`src/rtl/mmio_pkg.sv`:
```
// Shared definitions for the memory-mapped peripheral window: register word
// indices, handshake state encoding and the hex-to-seven-segment glyph table.
package mmio_pkg;

    // Word index = byte offset / 4
    localparam int REG_LED      = 0;
    localparam int REG_SEG_DATA = 1;
    localparam int REG_SEG_CTRL = 2;
    localparam int REG_TIME_LO  = 3;
    localparam int REG_TIME_HI  = 4;
    localparam int REG_CMP_LO   = 5;
    localparam int REG_CMP_HI   = 6;

    localparam logic [0:0] ST_IDLE = 1'b0;
    localparam logic [0:0] ST_ACK  = 1'b1;

    // Active-high segment pattern {g,f,e,d,c,b,a}
    function automatic logic [6:0] hex_to_seg(input logic [3:0] nibble);
        logic [6:0] seg;
        case (nibble)
            4'h0:    seg = 7'h3F;
            4'h1:    seg = 7'h06;
            4'h2:    seg = 7'h5B;
            4'h3:    seg = 7'h4F;
            4'h4:    seg = 7'h66;
            4'h5:    seg = 7'h6D;
            4'h6:    seg = 7'h7D;
            4'h7:    seg = 7'h07;
            4'h8:    seg = 7'h7F;
            4'h9:    seg = 7'h6F;
            4'hA:    seg = 7'h77;
            4'hB:    seg = 7'h7C;
            4'hC:    seg = 7'h39;
            4'hD:    seg = 7'h5E;
            4'hE:    seg = 7'h79;
            default: seg = 7'h71;
        endcase
        return seg;
    endfunction

endpackage

```
`src/rtl/mmio_periph_seg7_scan.sv`:
```
// Multiplexed seven-segment scanner: steps through the digits, holding each
// for REFRESH_DIV clocks, and drives active-low anodes and segments.
module seg7_scan
    import mmio_pkg::*;
#(
    parameter int N_DIGITS    = 4,
    parameter int REFRESH_DIV = 100000
) (
    input  logic                  clk,
    input  logic                  reset,
    input  logic [4*N_DIGITS-1:0] data,
    input  logic [N_DIGITS-1:0]   en_mask,
    input  logic [N_DIGITS-1:0]   dp_mask,
    output logic [7:0]            sevenSeg,
    output logic [N_DIGITS-1:0]   sevenSegEn
);
    localparam int CNT_W = $clog2(REFRESH_DIV);
    localparam int IDX_W = (N_DIGITS > 1) ? $clog2(N_DIGITS) : 1;

    logic [CNT_W-1:0] cnt_q;
    logic [IDX_W-1:0] idx_q;
    logic [3:0]       nibble;

    always_ff @(posedge clk) begin
        if (reset) begin
            cnt_q <= '0;
            idx_q <= '0;
        end else if (cnt_q == CNT_W'(REFRESH_DIV - 1)) begin
            cnt_q <= '0;
            idx_q <= (idx_q == IDX_W'(N_DIGITS - 1)) ? '0 : idx_q + IDX_W'(1);
        end else begin
            cnt_q <= cnt_q + CNT_W'(1);
        end
    end

    // Outputs are combinational from the registers so a data write shows next cycle
    always_comb begin
        nibble     = data[4*idx_q +: 4];
        sevenSeg   = 8'hFF;
        sevenSegEn = '1;
        if (en_mask[idx_q]) begin
            sevenSegEn[idx_q] = 1'b0;
            sevenSeg          = {~dp_mask[idx_q], ~hex_to_seg(nibble)};
        end
    end

endmodule

```
`src/rtl/mmio_periph.sv`:
```
// Memory-mapped peripheral: LEDs, multiplexed hex display and a 64-bit cycle timer
// behind the execute/ready/dataReady handshake. Define MMIO_TIMER_CMP_EN for the timer compare IRQ.
module mmio_periph
    import mmio_pkg::*;
#(
    parameter int LED_W       = 8,
    parameter int N_DIGITS    = 4,
    parameter int REFRESH_DIV = 100000,
    parameter int ADDR_W      = 8
) (
    input  logic                clk,
    input  logic                reset,
    input  logic                sel,
    input  logic                memExecute,
    input  logic                memWrite,
    input  logic [1:0]          memSize,
    input  logic [ADDR_W-1:0]   memAddress,
    input  logic [31:0]         inputData,
    output logic                memReady,
    output logic                dataReady,
    output logic [31:0]         outputData,
    output logic [LED_W-1:0]    ledState,
    output logic [7:0]          sevenSeg,
    output logic [N_DIGITS-1:0] sevenSegEn
`ifdef MMIO_TIMER_CMP_EN
    ,
    output logic                timerIrq
`endif
);
    localparam int WI_W = ADDR_W - 2;

    function automatic logic [31:0] lane_merge(input logic [31:0] old, input logic [31:0] wdata,
                                               input logic [3:0] be);
        logic [31:0] m;
        m = {{8{be[3]}}, {8{be[2]}}, {8{be[1]}}, {8{be[0]}}};
        return (old & ~m) | (wdata & m);
    endfunction

    logic [0:0]            state_q;
    logic [LED_W-1:0]      led_q;
    logic [4*N_DIGITS-1:0] seg_data_q;
    logic [N_DIGITS-1:0]   en_q;
    logic [N_DIGITS-1:0]   dp_q;
    logic [63:0]           timer_q;
    logic [31:0]           snap_q;
    logic [31:0]           rdata_q;
`ifdef MMIO_TIMER_CMP_EN
    logic [63:0]           cmp_q;
    logic                  irq_q;
`endif

    logic            accept;
    logic [WI_W-1:0] widx;
    logic [1:0]      off;
    logic [3:0]      be;
    logic [31:0]     wdata;
    logic [31:0]     ctrl_rd;
    logic [31:0]     rdata;
    logic [63:0]     timer_nxt;

    assign accept    = (state_q == ST_IDLE) && sel && memExecute;
    assign widx      = memAddress[ADDR_W-1:2];
    assign off       = memAddress[1:0];
    assign timer_nxt = timer_q + 64'd1;
    assign ctrl_rd   = (32'(dp_q) << 8) | 32'(en_q);

    // Misaligned halves/words get no byte enables, so the store is dropped but acked
    always_comb begin
        case (memSize)
            2'd0:    be = 4'b0001 << off;
            2'd1:    be = off[0] ? 4'b0000 : (4'b0011 << off);
            default: be = (off == 2'b00) ? 4'b1111 : 4'b0000;
        endcase
        wdata = inputData << {off, 3'b000};
    end

    // TIME_LO returns the count visible during the ACK cycle, coherent with the HI snapshot
    always_comb begin
        rdata = '0;
        if (widx == WI_W'(REG_LED))      rdata = 32'(led_q);
        if (widx == WI_W'(REG_SEG_DATA)) rdata = 32'(seg_data_q);
        if (widx == WI_W'(REG_SEG_CTRL)) rdata = ctrl_rd;
        if (widx == WI_W'(REG_TIME_LO))  rdata = timer_nxt[31:0];
        if (widx == WI_W'(REG_TIME_HI))  rdata = snap_q;
`ifdef MMIO_TIMER_CMP_EN
        if (widx == WI_W'(REG_CMP_LO))   rdata = cmp_q[31:0];
        if (widx == WI_W'(REG_CMP_HI))   rdata = cmp_q[63:32];
`endif
    end

    always_ff @(posedge clk) begin
        if (reset) begin
            state_q    <= ST_IDLE;
            led_q      <= '0;
            seg_data_q <= '0;
            en_q       <= '0;
            dp_q       <= '0;
            timer_q    <= '0;
            snap_q     <= '0;
`ifdef MMIO_TIMER_CMP_EN
            cmp_q      <= '1;
`endif
        end else begin
            timer_q <= timer_nxt;
            state_q <= accept ? ST_ACK : ST_IDLE;
            if (accept && memWrite) begin
                if (widx == WI_W'(REG_LED))
                    led_q <= LED_W'(lane_merge(32'(led_q), wdata, be));
                if (widx == WI_W'(REG_SEG_DATA))
                    seg_data_q <= (4*N_DIGITS)'(lane_merge(32'(seg_data_q), wdata, be));
                if (widx == WI_W'(REG_SEG_CTRL)) begin
                    en_q <= N_DIGITS'(lane_merge(ctrl_rd, wdata, be));
                    dp_q <= N_DIGITS'(lane_merge(ctrl_rd, wdata, be) >> 8);
                end
`ifdef MMIO_TIMER_CMP_EN
                if (widx == WI_W'(REG_CMP_LO))
                    cmp_q[31:0] <= lane_merge(cmp_q[31:0], wdata, be);
                if (widx == WI_W'(REG_CMP_HI))
                    cmp_q[63:32] <= lane_merge(cmp_q[63:32], wdata, be);
`endif
            end
            if (accept && !memWrite && widx == WI_W'(REG_TIME_LO))
                snap_q <= timer_nxt[63:32];
        end
    end

    always_ff @(posedge clk) begin
        if (accept) rdata_q <= memWrite ? 32'd0 : rdata;
    end

    assign memReady   = (state_q == ST_IDLE);
    assign dataReady  = (state_q == ST_ACK);
    assign outputData = dataReady ? rdata_q : 32'd0;
    assign ledState   = led_q;

`ifdef MMIO_TIMER_CMP_EN
    always_ff @(posedge clk) begin
        if (reset) irq_q <= 1'b0;
        else       irq_q <= (timer_q >= cmp_q);
    end
    assign timerIrq = irq_q;
`endif

    seg7_scan #(
        .N_DIGITS    (N_DIGITS),
        .REFRESH_DIV (REFRESH_DIV)
    ) u_scan (
        .clk        (clk),
        .reset      (reset),
        .data       (seg_data_q),
        .en_mask    (en_q),
        .dp_mask    (dp_q),
        .sevenSeg   (sevenSeg),
        .sevenSegEn (sevenSegEn)
    );

endmodule

```
`config.mk`:
```
export PLATFORM = sky130hd
export DESIGN_NAME = mmio_periph
export DESIGN_NICKNAME = d
export VERILOG_FILES = /design/src/rtl/mmio_pkg.sv /design/src/rtl/mmio_periph_seg7_scan.sv /design/src/rtl/mmio_periph.sv
export SDC_FILE = /design/constraint.sdc
export NUM_CORES = 1
export LEC_CHECK = 0
export BUFFER_PORTS_ARGS = -buffer_cell sky130_fd_sc_hd__buf_4
export CAP_MARGIN = 20
export CORE_ASPECT_RATIO = 1.75
export CORE_MARGIN = 2
export CORE_UTILIZATION = 59
export CTS_CLUSTER_DIAMETER = 30
export CTS_CLUSTER_SIZE = 10
export DETAILED_ROUTE_END_ITERATION = 8
export PLACE_DENSITY_LB_ADDON = 0.15
export SYNTH_ARGS = -nofsm -noshare
export SYNTH_HDL_FRONTEND = slang
export SYNTH_SLANG_ARGS = --single-unit
export TNS_END_PERCENT = 30
```
`constraint.sdc`:
```
create_clock -name clk -period 2.6 [get_ports clk]
set_input_delay 0.26 -clock clk [delete_from_list [all_inputs] [get_ports clk]]
set_output_delay 0.26 -clock clk [all_outputs]
set_load 0.01 [all_outputs]
```
==> flow_summary.yaml <==
placement:
  place_hpwl_um: 16900
  portBuffers: 84
  place_area_um2: 9580
  place_inst: 1204
  place_ws_ns: 0.232
  place.gp.congestion: 0.974
power_and_ir_drop:
  p_leak_uw: 0.00374
  total_power_uw: 5660
  peakVddDrop_v: 0.000456
  power.density_nw_per_um2: 546
clocking:
  clkSlewWorstSetupHoldPaths_ns: 0.08
  clk_latency_ns: 0.43
  cts_tree: "done"
  cts_sinks: 180
  clockBufferDepth: 2
  htree_levels: 4
  numCtsBuffers: 17
  root_buffer: "clkbuf_16"
logic_synthesis:
  synth_async_sr_flop_share: 0
  synthFlopType: "dfxtp_1"
  ys_seq_area_frac: 0.452
  ys_ff_latch: 180
  synth_edf_count: 32
  ys_warn_count: 0
  synthCells: 963
  syn-num-nets: 1022
  syn_area_um2: 8670
  syn_area_per_cell_um2: 9.01
  ys_types: 61
global_routing:
  antenna_found_initial: 0
  grt_usage: 0.297
  grt_overflow: 0
  grt_pass1_wl_um: 35300
  grt_pass1_vias: 7013
  grt_max_degree: 73
setup_path:
  cp-start-kind: "register"
  cp-end-kind: "output pin"
  worstSetupPathType: "register to output pin"
  path_max_fanout: 6
  worstPathArrival_ns: 2.29
  cp.required_ns: 2.34
timing:
  relSlewSlack: 0.503
  worstMarginPinSlew_ns: 0.746
  whs_ns: 0.101
  setup_ws_ns: 0.0473
  finalCriticalPeriod_ns: 2.55
  fin_crit_sh: 0.982
  setup_viol: 0
  grt_setup_unrepaired: "true"
  fmax_mhz: 392
  skew_ns: 0.0147
  slew_violations: 0
  hold_viol_final: 0
floorplanning:
  dieArea_um2: 15700
  initial_core_util: 0.604
  rows: 58
  io_pins: 101
  core_area_um2: 14400
  die_width_um: 95.7
  die_height_um: 164
detailed_routing:
  drtAntennaViolNets: 0
  via_count: 7612
  wire_per_inst_um: 18.6
  drt_iter0_drc: 501
  drt-total-wl_um: 23200
  first_pass_iters: 6
  remaining_drc_errors: 0
  vias_per_cell: 6.11
layout:
  multiInputGateArea_um2: 4570
  fin_nets: 1112
  fillers: 1131
  stdcell_area_um2: 10400
  diodes: 0
  drive_above_1_share: 0.191
  layout.cells.non_filler: 1246
  regArea_um2: 3930
  area_growth_pct: 19.5
run:
  timing.max_cap.violations: 0
outcome:
  status: "finished, final reports clean"
hold_path:
  holdCritPathClass: "input port to register"
[Yosys cell counts, types with 4 or more instances]
library cell	n	share of area
o21ai_1	15	0.0087
nor2b_1	11	0.0079
nor4_1	4	0.0029
or4_1	11	0.0095
or3_1	16	0.012
nor3_1	16	0.0092
nand4_2	4	0.0058
nand4_1	35	0.025
edfxtp_1	32	0.11
nand2_1	100	0.043
a222oi_1	7	0.0081
and3_1	12	0.0087
nor4_4	4	0.0098
xnor2_1	16	0.016
mux4_2	6	0.016
and4_1	7	0.0071
dfxtp_1	148	0.34
mux2i_1	16	0.018
clkbuf_1	49	0.021
ha_1	12	0.017
and2_1	35	0.025
nor3_2	5	0.0058
o22ai_1	8	0.0058
a311oi_1	7	0.0071
a211oi_1	9	0.0078
buf_2	4	0.0023
o21ai_0	28	0.016
mux2_2	4	0.0052
xor2_1	36	0.036
o21bai_1	17	0.015
a31oi_1	17	0.012
o31ai_1	11	0.0095
a22oi_1	4	0.0035
nor2_1	99	0.043
o211ai_1	4	0.0035
inv_1	13	0.0056
a21oi_1	62	0.036
nand3_1	42	0.024
[repair_timing]
action	in CTS	in global routing
hold endpoints to repair	0	0
resized for setup	3	20
hold buffers	0	0
buffers inserted	1	9
endpoints found under the setup margin	7	6
pin swaps	0	3
[stage by stage]
| stage | TNS, ns | util |
|---|---|---|
| global placement | 0 | 0.667 |
| detailed placement | 0 | 0.667 |
| CTS | 0 | 0.710 |
| global route | -0.0523 | 0.721 |
| floorplan | 0 | - |
| finish | 0 | 0.721 |
[critical path, stage by stage (launching register included)]
cell and delay (ns):
dfxtp_4 0.41, mux4_2 0.63, ha_4 0.22, mux2_4 0.28
nand2_4 0.07, o311ai_4 0.09, buf_4 0.17
[path summary, 6_finish.rpt]
path | startpoint | cells past startpoint | to | slack [ns]
setup / recovery | u_scan.idx_q[0]$_SDFFE_PP0N_ | 6 | sevenSeg[6] | 0.05
hold reg to reg | u_scan.cnt_q[0]$_SDFF_PP0_ | 1 | u_scan.cnt_q[0]$_SDFF_PP0_ | 0.46
setup reg to reg | timer_q[0]$_SDFF_PP0_ | 7 | snap_q[28]$_SDFFE_PP0P_ | 0.25
hold / removal | inputData[4] | 3 | register | 0.10
[logic make-up after synthesis]
| group | after synthesis | share of synthesized area |
|---|---|---|
| buf+inv | 70 | 0.0326 |
| simple gates | 425 | 0.264 |
| fa+ha+maj | 12 | 0.0173 |
| xor+xnor | 52 | 0.0525 |
| mux | 26 | 0.0392 |
| flops | 180 | 0.452 |
| compound gates | 198 | 0.142 |
[layout make-up]
| cell class | instances | area share |
|---|---|---|
| inverters | 14 | 0.00555 |
| repair buffers | 127 | 0.0948 |
| multi-input cells | 713 | 0.441 |
| clock inverters | 12 | 0.0121 |
| clock buffers | 20 | 0.0461 |
| flip-flops and latches | 180 | 0.379 |
| well taps | 180 | 0.0217 |
[cells in the final DEF (no fill, tap or decap), types with 6 or more instances in the layout]
cell / count
dfxtp_1: 146
xnor2_1: 16
o21ai_1: 16
inv_1: 10
o21ai_0: 27
nand2_1: 99
nor3_1: 16
or3_1: 16
or4_1: 11
a222oi_1: 7
a31oi_1: 17
a21oi_1: 62
mux4_2: 6
ha_1: 8
nand3_1: 42
nor2b_1: 11
and2_1: 35
edfxtp_1: 32
o22ai_1: 8
inv_6: 7
and4_1: 7
xor2_1: 36
buf_4: 124
o31ai_1: 11
nand4_1: 35
and3_1: 12
a211oi_1: 9
clkbuf_16: 18
o21bai_1: 17
a311oi_1: 7
mux2i_1: 16
nor2_1: 98
[power breakdown]
part	switching [µW]	leakage (µW)	total [µW]	internal [µW]
combinational	131	0.00195	219	87.6
clock	1180	0.000298	2570	1390
sequential	13.5	0.00150	2870	2860
total	1330	0.00374	5660	4330
[per-layer routing]
metal / global-route usage / vias to the layer above / wire length [µm]
met5: 0 / - / 0
met4: 0.183 / 0 / 1380
met2: 0.541 / 241 / 12700
met1: 0.307 / 3614 / 8200
met3: 0.0493 / 70 / 934
li1: - / 3687 / -
No activity file was read; power rests on OpenSTA's default activity.
